--- src/rtl/onehot_to_bin.sv ---
// Registered one-hot to binary decoder with a 2-entry result queue on a valid/ready stream.
// Illegal codes (none or several bits set) are flagged and counted in a saturating counter.
module onehot_to_bin #(
  parameter int unsigned ONE_HOT_W = 16,
  parameter int unsigned BIN_W     = 4,
  parameter int unsigned ERR_CNT_W = 8
) (
  input  logic                 clk,
  input  logic                 rst,
  input  logic                 oh_valid_i,
  output logic                 oh_ready_o,
  input  logic [ONE_HOT_W-1:0] one_hot_i,
  output logic                 bin_valid_o,
  input  logic                 bin_ready_i,
  output logic [BIN_W-1:0]     bin_o,
  output logic                 err_o,
  output logic [ERR_CNT_W-1:0] err_cnt_o,
  input  logic                 clr_cnt_i
);

  if (BIN_W < $clog2(ONE_HOT_W)) begin : gen_width_check
    $error("onehot_to_bin: BIN_W is too narrow to index ONE_HOT_W bits");
  end

  typedef struct packed {
    logic [BIN_W-1:0] bin;
    logic             err;
  } entry_t;

  // Decode: index of the lowest set bit, plus an illegal-code flag.
  logic [BIN_W-1:0] dec_bin;
  logic             dec_zero;
  logic             dec_multi;
  entry_t           in_entry;

  always_comb begin
    dec_bin = '0;
    for (int i = ONE_HOT_W - 1; i >= 0; i--) begin
      if (one_hot_i[i]) begin
        dec_bin = BIN_W'(i);
      end
    end
  end

  assign dec_zero  = ~|one_hot_i;
  // Clearing the lowest set bit leaves something only if more than one bit was set.
  assign dec_multi = |(one_hot_i & (one_hot_i - ONE_HOT_W'(1)));

  always_comb begin
    in_entry     = '0;
    in_entry.bin = dec_bin;
    in_entry.err = dec_zero | dec_multi;
  end

  // Queue state: head_q is always the visible entry and keeps its value once drained.
  entry_t               head_q, head_d;
  entry_t               tail_q, tail_d;
  logic [1:0]           count_q, count_d;
  logic                 ready_q, ready_d;
  logic [ERR_CNT_W-1:0] err_cnt_q, err_cnt_d;
  logic                 push;
  logic                 pop;

  assign push = oh_valid_i & ready_q;
  assign pop  = (count_q != 2'd0) & bin_ready_i;

  always_comb begin
    head_d  = head_q;
    tail_d  = tail_q;
    count_d = count_q;
    case ({push, pop})
      2'b10: begin
        if (count_q == 2'd0) begin
          head_d = in_entry;
        end else begin
          tail_d = in_entry;
        end
        count_d = count_q + 2'd1;
      end
      2'b01: begin
        if (count_q == 2'd2) begin
          head_d = tail_q;
        end
        count_d = count_q - 2'd1;
      end
      2'b11: begin
        // Push needs count < 2 and pop needs count > 0, so count is 1: replace the head.
        head_d = in_entry;
      end
      default: begin
      end
    endcase
  end

  assign ready_d = (count_d != 2'd2);

  always_comb begin
    err_cnt_d = err_cnt_q;
    if (clr_cnt_i) begin
      err_cnt_d = '0;
    end else if (push && in_entry.err && (err_cnt_q != {ERR_CNT_W{1'b1}})) begin
      err_cnt_d = err_cnt_q + ERR_CNT_W'(1);
    end
  end

  always_ff @(posedge clk) begin
    if (rst) begin
      head_q    <= '0;
      tail_q    <= '0;
      count_q   <= 2'd0;
      ready_q   <= 1'b0;
      err_cnt_q <= '0;
    end else begin
      head_q    <= head_d;
      tail_q    <= tail_d;
      count_q   <= count_d;
      ready_q   <= ready_d;
      err_cnt_q <= err_cnt_d;
    end
  end

  assign oh_ready_o  = ready_q;
  assign bin_valid_o = (count_q != 2'd0);
  assign bin_o       = head_q.bin;
  assign err_o       = head_q.err;
  assign err_cnt_o   = err_cnt_q;

endmodule
--- config.mk ---
export PLATFORM = sky130hd
export DESIGN_NAME = onehot_to_bin
export DESIGN_NICKNAME = d
export VERILOG_FILES = /design/src/rtl/onehot_to_bin.sv
export SDC_FILE = /design/constraint.sdc
export NUM_CORES = 1
export LEC_CHECK = 0
export CAP_MARGIN = 20
export CORE_MARGIN = 5
export CORE_UTILIZATION = 40
export DETAILED_ROUTE_END_ITERATION = 10
export PLACE_DENSITY = 0.76
export SYNTH_ARGS = -nofsm -noshare
export SYNTH_HDL_FRONTEND = slang
export SYNTH_SLANG_ARGS = --single-unit
--- constraint.sdc ---
create_clock -name clk -period 2.9 [get_ports clk]
set_input_delay 0.725 -clock clk [delete_from_list [all_inputs] [get_ports clk]]
set_output_delay 0.725 -clock clk [all_outputs]
set_load 0.02 [all_outputs]
# After elaboration in Yosys (flattened, before gate mapping)
# Index checks and enable logic that the tools add are counted.
dict set report classes {
  add_sub_neg 4
  eq_ne 8
  muxes 20
  bitwise 5
  n_reduce_logical 11
}
# op n
set op_table {}
lappend op_table {{two-way mux 4 bit} 16}
lappend op_table {{OR reduction 16 bit} 2}
lappend op_table {{AND 16 bit} 1}
lappend op_table {{subtractor 16 x 1 -> 16 bit (second input constant)} 1}
lappend op_table {{one-hot mux 5 bit (3 select lines)} 1}
lappend op_table {{two-way mux 5 bit} 2}
lappend op_table {{adder 8 x 1 -> 8 bit (second input constant)} 1}
lappend op_table {{!= test 8 bit (second input constant)} 1}
lappend op_table {{== test 2 bit (second input constant)} 3}
lappend op_table {{!= test 2 bit (second input constant)} 3}
lappend op_table {{one-hot mux 2 bit (2 select lines)} 1}
lappend op_table {{AND reduction 3 bit} 1}
lappend op_table {{nonzero test 3 bit} 1}
lappend op_table {{adder 2 x 1 -> 2 bit (second input constant)} 1}
lappend op_table {{AND 1 bit} 2}
lappend op_table {{== test 2 x 1 -> 1 bit (second input constant)} 1}
lappend op_table {{logical AND 1 bit} 2}
lappend op_table {{zero test 2 bit} 1}
lappend op_table {{AND reduction 2 bit} 1}
lappend op_table {{nonzero test 2 bit} 1}
lappend op_table {{OR reduction 2 bit} 1}
lappend op_table {{subtractor 2 x 1 -> 2 bit (second input constant)} 1}
lappend op_table {{zero test 1 bit} 1}
lappend op_table {{inverter 1 bit} 1}
lappend op_table {{bitwise OR 1 bit} 1}
dict set report word_totals {
  regBits 21
  in_bits 21
  output_inout_bits 15
  elab_cells 55
}

# Depth between registers and ports, before layout
# Gate-level depths: netlist (run 1).
dict set report depth {
  word_depth 18
  ltp_mapped 11
  depth_no_buf 10
}

# Worst setup path before layout (run 1)
# OpenSTA, ideal clock, no wires.
dict set report synth_path {
  kind {register -> register}
  start {register count_q[0]}
  end {register head_q, in the netlist bin_o[0]}
  setup_ps 91
  t_arrival_ps 2355
  t_required_ps 2809
  slack_ps 454
  stages_incl_launch_ff 12
  n_path_buf 2
  cell_sequence {dfxtp_1 -> clkbuf_1 -> or2_2 -> nand2_1 -> inv_1 -> ha_1 -> mux2_1 -> o22a_1 -> nor2_1 -> clkbuf_1 -> o21ai_1 -> a311oi_1}
}
dict set report synth_between {
  elab_chain_cells 5
  elab_cells_between_ends 12
  cone_classes {eq/ne (6); mux (1); bitwise (1); reduce/logical (4)}
}
# item line_no
set synth_rtl {}
lappend synth_rtl {{start, declared} 58} ;# logic [1:0] count_q, count_d;
lappend synth_rtl {{start signal, assigned} 116} ;# count_q <= count_d;
lappend synth_rtl {{nonzero test 2 bit *} -}
lappend synth_rtl {{net bin_valid_o} 13} ;# output logic bin_valid_o,
lappend synth_rtl {{AND 1 bit *} 65} ;# assign pop = (count_q != 2'd0) & bin_ready_i;
lappend synth_rtl {{== test 2 x 1 -> 1 bit / == test 2 bit (equally long branches)} 71} ;# case ({push, pop})
lappend synth_rtl {{!= test 2 bit (no source line) / nonzero test 3 bit (equally long branches)} -}
lappend synth_rtl {{AND reduction 3 bit (no source line)} -}
lappend synth_rtl {{end signal, assigned} 108} ;# head_q <= '0;
lappend synth_rtl {{end signal, assigned} 114} ;# head_q <= head_d;
lappend synth_rtl {{end, declared} 56} ;# entry_t head_q, head_d;
# Mark *: on every way through the listed nets, which the timed path passes. The rest lies on a longest branch.
# A chain may end at the register's enable or synchronous reset.

# Worst setup path in the final report (run 1)
dict set report layout_path {
  start {input port one_hot_i[3]}
  end {register err_cnt_q[6] (netlist: err_cnt_o[6])}
}
dict set report layout_between {
  elab_chain_cells 6
  elab_cells_between_ends 8
  cone_classes {add/sub (1); bitwise (2); reduce/logical (5)}
}
# item line_no
set layout_rtl {}
lappend layout_rtl {{start, declared} 12} ;# input logic [ONE_HOT_W-1:0] one_hot_i,
lappend layout_rtl {{subtractor 16 x 1 -> 16 bit} 47} ;# assign dec_multi = |(one_hot_i & (one_hot_i - ONE_HOT_W'(1)));
lappend layout_rtl {{AND 16 bit} 47}
lappend layout_rtl {{OR reduction 16 bit} 47}
lappend layout_rtl {{bitwise OR 1 bit *} 52} ;# in_entry.err = dec_zero | dec_multi;
lappend layout_rtl {{logical AND 1 bit * (2 in series)} 101} ;# end else if (push && in_entry.err && (err_cnt_q != {ERR_CNT_W{1'b1}})) begin
lappend layout_rtl {{end signal, assigned} 118} ;# err_cnt_q <= err_cnt_d;
lappend layout_rtl {{end, declared} 60} ;# logic [ERR_CNT_W-1:0] err_cnt_q, err_cnt_d;
# Mark *: on every way between the ends. The rest lies on a longest branch, timed or not.

==> results of run 1 <==
flip-flops by register name, summed over array words and instances (netlist names):
register    flops
oh_ready_o      1
tail_q          5
count_q         2
err_cnt_o       8
bin_o           4
err_o           1
final timing paths:
path / start / to / slack [ns] / depth (start not counted)
setup / recovery: one_hot_i[3] / err_cnt_o[6] / 0.18 / 8
hold / removal: err_o / err_o / 0.47 / 2
setup reg to reg: count_q[0] / bin_o[0] / 0.69 / 10
hold reg to reg: err_o / err_o / 0.47 / 2
critical path: stages:
cell and delay [ns]:
sky130_fd_sc_hd__clkdlybuf4s50_1 0.48, sky130_fd_sc_hd__or4_4 0.59, sky130_fd_sc_hd__a2111oi_4 0.34, sky130_fd_sc_hd__a21oi_2 0.08, sky130_fd_sc_hd__a21oi_4 0.15, sky130_fd_sc_hd__nand4_4 0.23, sky130_fd_sc_hd__buf_4 0.23, sky130_fd_sc_hd__a211oi_2 0.15
routing by layer:
metal	track usage [%]	part of all wire, %	up-vias
met5	0	0	-
met4	5.74	1.7	0
met3	1.88	4.5	5
met2	23.5	48	37
met1	16.7	46	689
li1	-	-	805
per-stage QoR:
step | std cells | power (mW) | setup WS (ns) | utilization (%) | hold WS (ns)
floorplan | 185 | 0.630 | 0.454 | - | 0.455
global placement | 282 | 0.807 | -0.129 | 58.3 | 0.459
detailed placement | 282 | 0.815 | -0.144 | 58.3 | 0.455
CTS | 286 | 0.952 | 0.178 | 59.1 | 0.474
global route | 286 | 1.01 | 0.0659 | 59.1 | 0.495
finish | 286 | 0.947 | 0.176 | 59.1 | 0.472
final cells by class:
type / instances / area share, %
Multi-Input combinational cell: 149 / 47.4
Timing Repair Buffer: 57 / 25.7
Sequential cell: 21 / 21.0
Tap cell: 46 / 2.88
Inverter: 9 / 1.69
Clock buffer: 4 / 1.31
power groups by stage:
stage | Combinational, mW | Sequential, mW | Clock, mW
after detailed placement | 0.440 | 0.375 | 0
after global placement | 0.433 | 0.373 | 0
after CTS | 0.441 | 0.368 | 0.143
after floorplan | 0.231 | 0.399 | 0
after global routing | 0.477 | 0.374 | 0.160
final | 0.440 | 0.368 | 0.139
cells by family (layout without fill, tap and decap cells):
family | after synthesis | count (layout)
buffers and inverters | 15 | 70
AND/OR/NAND/NOR | 82 | 82
adder cells (fa/ha/maj) | 4 | 4
AO/OA/AOI/OAI | 58 | 58
XOR/XNOR | 3 | 3
flip-flops | 21 | 21
multiplexers | 2 | 2
synth_stat cells, types with 2 or more instances:
| library cell | number |
|---|---|
| sky130_fd_sc_hd__o21ai_1 | 5 |
| sky130_fd_sc_hd__dfxtp_1 | 21 |
| sky130_fd_sc_hd__a31o_1 | 2 |
| sky130_fd_sc_hd__nor4_1 | 6 |
| sky130_fd_sc_hd__nand3_1 | 5 |
| sky130_fd_sc_hd__xor2_1 | 2 |
| sky130_fd_sc_hd__a31oi_1 | 4 |
| sky130_fd_sc_hd__clkbuf_1 | 5 |
| sky130_fd_sc_hd__o31ai_1 | 2 |
| sky130_fd_sc_hd__nand4_1 | 2 |
| sky130_fd_sc_hd__a211oi_1 | 9 |
| sky130_fd_sc_hd__inv_1 | 9 |
| sky130_fd_sc_hd__o21ai_0 | 3 |
| sky130_fd_sc_hd__nor2_1 | 34 |
| sky130_fd_sc_hd__a21oi_1 | 14 |
| sky130_fd_sc_hd__a22oi_1 | 2 |
| sky130_fd_sc_hd__or2_2 | 3 |
| sky130_fd_sc_hd__ha_1 | 4 |
| sky130_fd_sc_hd__and3_1 | 4 |
| sky130_fd_sc_hd__nor3_1 | 4 |
| sky130_fd_sc_hd__nand2_1 | 14 |
| sky130_fd_sc_hd__a41o_1 | 3 |
| sky130_fd_sc_hd__a21oi_2 | 2 |
| sky130_fd_sc_hd__and2_1 | 2 |
cells in the final DEF (no fill, tap or decap), drive strengths merged, types with 2 or more instances in the layout:
master and n:
a21oi 17, nand2 14, a211oi 10, ha 4, o211ai 2, nor4 6, clkbuf 4, buf 22
nand4 3, a31oi 4, and3 4, and2 2, o21ai 8, nor2 34, nor3 4, dfxtp 21
a22oi 2, inv 9, o31ai 3, a31o 2, a2111oi 2, clkdlybuf4s50 35, or2 3, nand3 5
xor2 2, a41o 3
==> summary.json, run 1 <==
{
  "yosys": {
    "postSynth.asyncResetShare_pct": 0,
    "synth_top_area_cell": "sky130_fd_sc_hd__dfxtp_1",
    "most_used_flip_flop_cell_after_synthesis": "sky130_fd_sc_hd__dfxtp_1",
    "ys_warn_count": 0,
    "synth.top_cells.by_area": "sky130_fd_sc_hd__dfxtp_1 (29%), sky130_fd_sc_hd__nor2_1 (8.9%), sky130_fd_sc_hd__a21oi_1 (4.9%), sky130_fd_sc_hd__a211oi_1 (4.7%), sky130_fd_sc_hd__nand2_1 (3.7%)",
    "synth_xor_area_share_pct": 1.83,
    "syn-num-nets": 210,
    "number_of_enable_flip_flop_cells_after_synthesis": 0,
    "post_synth_fa_ha_maj_area_fraction_pct": 3.49,
    "synth_cell_type_count": 48,
    "syn-mean-instance-area_um2": 7.74,
    "synth-compound-area-share_pct": 30.6,
    "ys_ff_latch": 21,
    "synth.mux.area_fraction_pct": 1.48,
    "synth_area_mm2": 0.00143,
    "synth_simple_gate_area_share_pct": 28.8,
    "synth.yosys.seq_area_share_pct": 29.3,
    "synthesis.instances": 185,
    "synth_top_family_by_area": "compound AO/OA/AOI/OAI gates",
    "area_fraction_of_the_dominant_cell_type_after_synthesis_pct": 29.3
  },
  "final_layout": {
    "final_net_count": 266,
    "fillCellCount": 319,
    "ff_latch_area_um2": 420,
    "drive_gt1_share_pct": 15.4,
    "post-route-cell-area_mm2": 0.00200,
    "antenna_cells": 0,
    "multi_input_area_um2": 948,
    "area.growth.synth_to_final_pct": 39.7
  },
  "timing": {
    "report.final.hold_viol_count": 0,
    "post-route-period-util_pct": 93.9,
    "max-slew-margin-rel_pct": 64.3,
    "rsz0062_at_grt": "false",
    "finalWorstPathRequiredPeriod_ns": 2.72,
    "drv_slew": 0,
    "clock_skew_ns": 0.0147,
    "setup_total_negative_slack_ns": 0,
    "tightestPinTransition_ns": 0.530,
    "timing.fmax_mhz": 367,
    "setup_viol": 0
  },
  "clock_tree": {
    "ctsLongestPathBuffers": 2,
    "postCtsHoldBufs": 0,
    "ctsHtreeMaxLevel": 1,
    "path_clk_slew_ns": 0.12,
    "insertion_delay_ns": 0.31,
    "cts_root_buf": "sky130_fd_sc_hd__clkbuf_4",
    "cts-buffers-inserted": 3,
    "cts_post_setup_buffers_inserted": 0,
    "cts_tree": "yes",
    "clock_sink_count": 21,
    "cts.repair.resized": 0
  },
  "routing": {
    "post-route-drc-count": 0,
    "drt-pass1-iter-count": 4,
    "detail_route.vias_per_cell": 5.37,
    "drtAntennaViolNets": 0,
    "drt_iter0_markers": 102,
    "wirelength_mm": 3.36,
    "post_detailed_route_wirelength_per_cell_um": 11.7,
    "via_count": 1536
  },
  "worst_setup_path": {
    "critPathRequiredTime_ns": 3.15,
    "cp_max_fo": 15,
    "crit_arrival_ns": 2.97,
    "timing.critical_path.from_type": "input pin",
    "path_class": "input pin to flip-flop",
    "crit_path_end_kind": "flip-flop"
  },
  "placement": {
    "port_buffers": 35,
    "dp.final_hpwl_mm": 2.70,
    "placedInstanceArea_mm2": 0.00198,
    "gp_congestion": 0.853
  },
  "power": {
    "power.share.switching_pct": 36.9,
    "p_int_mw": 0.598,
    "power.density_mw_per_mm2": 473,
    "power_frac_seq_pct": 38.8,
    "pwr-share-comb_pct": 46.5,
    "power.static_leakage_nw": 0.810,
    "clock_power_share_pct": 14.7,
    "peakVddDrop_v": 0.000212,
    "power.switching_mw": 0.349
  },
  "grt": {
    "grt_use_total_pct": 13.6,
    "grt_first_pass_wirelength_mm": 5.69,
    "grt_max_degree": 16,
    "antenna_found_initial": 0,
    "first_global_vias": 1336,
    "gr-total-overflow": 0
  },
  "floorplan": {
    "core_mm2": 0.00339,
    "chipWidth_um": 69.8,
    "die_h_um": 69.8,
    "initial_core_util_pct": 42.3,
    "die_area_mm2": 0.00488,
    "io_pins": 36,
    "placementRows": 21
  },
  "outcome": {
    "outcome": "finished clean"
  },
  "flow_run": {
    "max_capacitance_violation_count": 0
  },
  "min_path": {
    "holdCritPathClass": "flip-flop to flip-flop"
  }
}
(Power assumes the default switching activity.)
==> run 2, diff against run 1 <==
--- a/config.mk
+++ b/config.mk
@@ -9,7 +9,8 @@
 export CORE_MARGIN = 5
 export CORE_UTILIZATION = 40
 export DETAILED_ROUTE_END_ITERATION = 10
-export PLACE_DENSITY = 0.76
+export DONT_BUFFER_PORTS = 1
+export PLACE_DENSITY = 0.65
 export SYNTH_ARGS = -nofsm -noshare
 export SYNTH_HDL_FRONTEND = slang
 export SYNTH_SLANG_ARGS = --single-unit
==> constraint.sdc (replaced) <==
create_clock -name clk -period 2.35 [get_ports clk]
set_input_delay 0.5875 -clock clk [delete_from_list [all_inputs] [get_ports clk]]
set_output_delay 0.5875 -clock clk [all_outputs]
set_load 0.02 [all_outputs]
==> summary.json, run 2 (same netlist as run 1, synthesis figures left out) <==
{
  "timing": {
    "post-route-period-util_pct": 89.8,
    "setup_viol": 0,
    "tightestPinTransition_ns": 0.503,
    "report.final.hold_viol_count": 0,
    "finalWorstPathRequiredPeriod_ns": 2.11,
    "max-slew-margin-rel_pct": 66.2,
    "post-route-worst-setup-slack_ns": 0.240,
    "rsz0062_at_grt": "false",
    "drv_slew": 0,
    "clock_skew_ns": 0.00753,
    "timing.fmax_mhz": 474
  },
  "grt": {
    "first_global_vias": 1309,
    "grt_max_degree": 17,
    "gr-total-overflow": 0,
    "grt_first_pass_wirelength_mm": 5.67,
    "antenna_found_initial": 0,
    "grt_use_total_pct": 13.6
  },
  "floorplan": {
    "core_mm2": 0.00339,
    "initial_core_util_pct": 42.3,
    "die_area_mm2": 0.00488,
    "placementRows": 21,
    "die_h_um": 69.8,
    "io_pins": 36,
    "chipWidth_um": 69.8
  },
  "worst_setup_path": {
    "slowest_stage": "sky130_fd_sc_hd__or4_4",
    "crit_path_end_kind": "flip-flop",
    "path_class": "input pin to flip-flop",
    "cp_max_fo": 15,
    "cpPeakStageDelay_ns": 0.55,
    "crit_arrival_ns": 2.34,
    "critical_path.reg2reg.startpoint": "count_q[1]",
    "critPathRequiredTime_ns": 2.58,
    "cell_type_group_with_the_largest_total_delay_on_the_critical_path": "simple AND/OR/NAND/NOR gates",
    "crit_path_cell_chain": "or4_4 > a2111oi_4 > a21oi_2 > a21oi_4 > nand4_4 > buf_4 > a211oi_2",
    "timing.critical_path.from_type": "input pin",
    "crit_path_start": "one_hot_i[3]",
    "path_buf_inv": 1
  },
  "placement": {
    "post-place-cells": 238,
    "port_buffers": 0,
    "placedInstanceArea_mm2": 0.00156,
    "pre_cts_slack_ns": -0.0682,
    "gp_congestion": 0.867,
    "dp.final_hpwl_mm": 2.66
  },
  "clock_tree": {
    "postCtsHoldBufs": 0,
    "path_clk_slew_ns": 0.12,
    "insertion_delay_ns": 0.30,
    "cts_tree": "yes",
    "clock_sink_count": 21,
    "cts-buffers-inserted": 3,
    "cts_root_buf": "sky130_fd_sc_hd__clkbuf_4",
    "ctsLongestPathBuffers": 2,
    "ctsHtreeMaxLevel": 1,
    "cts_post_setup_buffers_inserted": 0
  },
  "flow_run": {
    "max_capacitance_violation_count": 0
  },
  "routing": {
    "wirelength_mm": 3.36,
    "post-route-drc-count": 0,
    "drtAntennaViolNets": 0,
    "post_detailed_route_wirelength_per_cell_um": 13.9,
    "via_count": 1385,
    "drt_iter0_markers": 78,
    "drt-pass1-iter-count": 4,
    "detail_route.vias_per_cell": 5.72
  },
  "power": {
    "post-layout-total-power_mw": 1.06,
    "power.static_leakage_nw": 0.641,
    "power.density_mw_per_mm2": 667,
    "peakVddDrop_v": 0.000236
  },
  "final_layout": {
    "final_core_utilization_pct": 46.8,
    "antenna_cells": 0,
    "area.growth.synth_to_final_pct": 10.7,
    "final_net_count": 222,
    "drive_gt1_share_pct": 14.8,
    "layout.cells.non_filler": 242,
    "commonest_cells_after_routing_fill_and_taps_aside": "sky130_fd_sc_hd__nor2_1 (34), sky130_fd_sc_hd__dfxtp_1 (21), sky130_fd_sc_hd__nand2_1 (14), sky130_fd_sc_hd__a21oi_1 (14), sky130_fd_sc_hd__buf_4 (13)",
    "largest_register_ffs": 8,
    "post-route-cell-area_mm2": 0.00159,
    "layout.cells.most_common": "sky130_fd_sc_hd__nor2_1"
  },
  "min_path": {
    "hold_path_startpoint": "rst",
    "holdCritPathClass": "input pin to flip-flop"
  },
  "outcome": {
    "outcome": "finished clean"
  }
}
==> run 2: worst register-to-register path, delay by kind of cell, from the launching register on <==
| family | cells | cell delay [ns] |
|---|---|---|
| compound gates | 3 | 0.44 |
| fa+ha+maj | 1 | 0.21 |
| flops | 1 | 0.33 |
| buf+inv | 2 | 0.24 |
| mux | 1 | 0.30 |
| simple gates | 3 | 0.51 |
==> run 2: through the flow <==
step	hold WS (ns)	TNS, ns
2_1_floorplan	0.455	0
3_3_place_gp	0.468	-0.0252
3_5_place_dp	0.473	-0.0970
4_1_cts	0.326	0
5_1_grt	0.305	0
6_report	0.334	0
==> run 2: cell type report <==
cell class	instances	area, µm²
well taps	46	57.6
inverters	9	33.8
fillers	328	1800
clock buffers	3	22.5
clock inverters	1	5.00
repair buffers	13	97.6
multi-input cells	149	948
flip-flops and latches	21	420
==> run 2: timing repair <==
action                                 4_1_cts  5_1_grt
setup endpoints to repair                    0        1
endpoints found under the hold margin        0        0
gates resized for setup                      0        0
==> run 2: report_power, final <==
| group | switching [mW] | internal, mW |
|---|---|---|
| Combinational | 0.223 | 0.175 |
| Sequential | 0.0723 | 0.413 |
| Clock | 0.111 | 0.0634 |
==> run 2: routing by layer <==
metal  vias to the layer above  wire length [µm]  global-route usage (%)
met1                       628              1540                    16.9
met4                         0                12                    4.47
met3                         2               224                    3.33
met2                        39              1580                    23.0
met5                         -                 0                       0
li1                        716                 -                       -
==> run 2: path summary, 6_finish.rpt <==
check,depth (start not counted),to,slack [ns]
worst max-delay path,7,err_cnt_o[6],0.24
worst max register to register,10,bin_o[0],0.25
worst min register to register,2,tail_q[3],0.50
worst min-delay path,1,tail_q[2],0.33
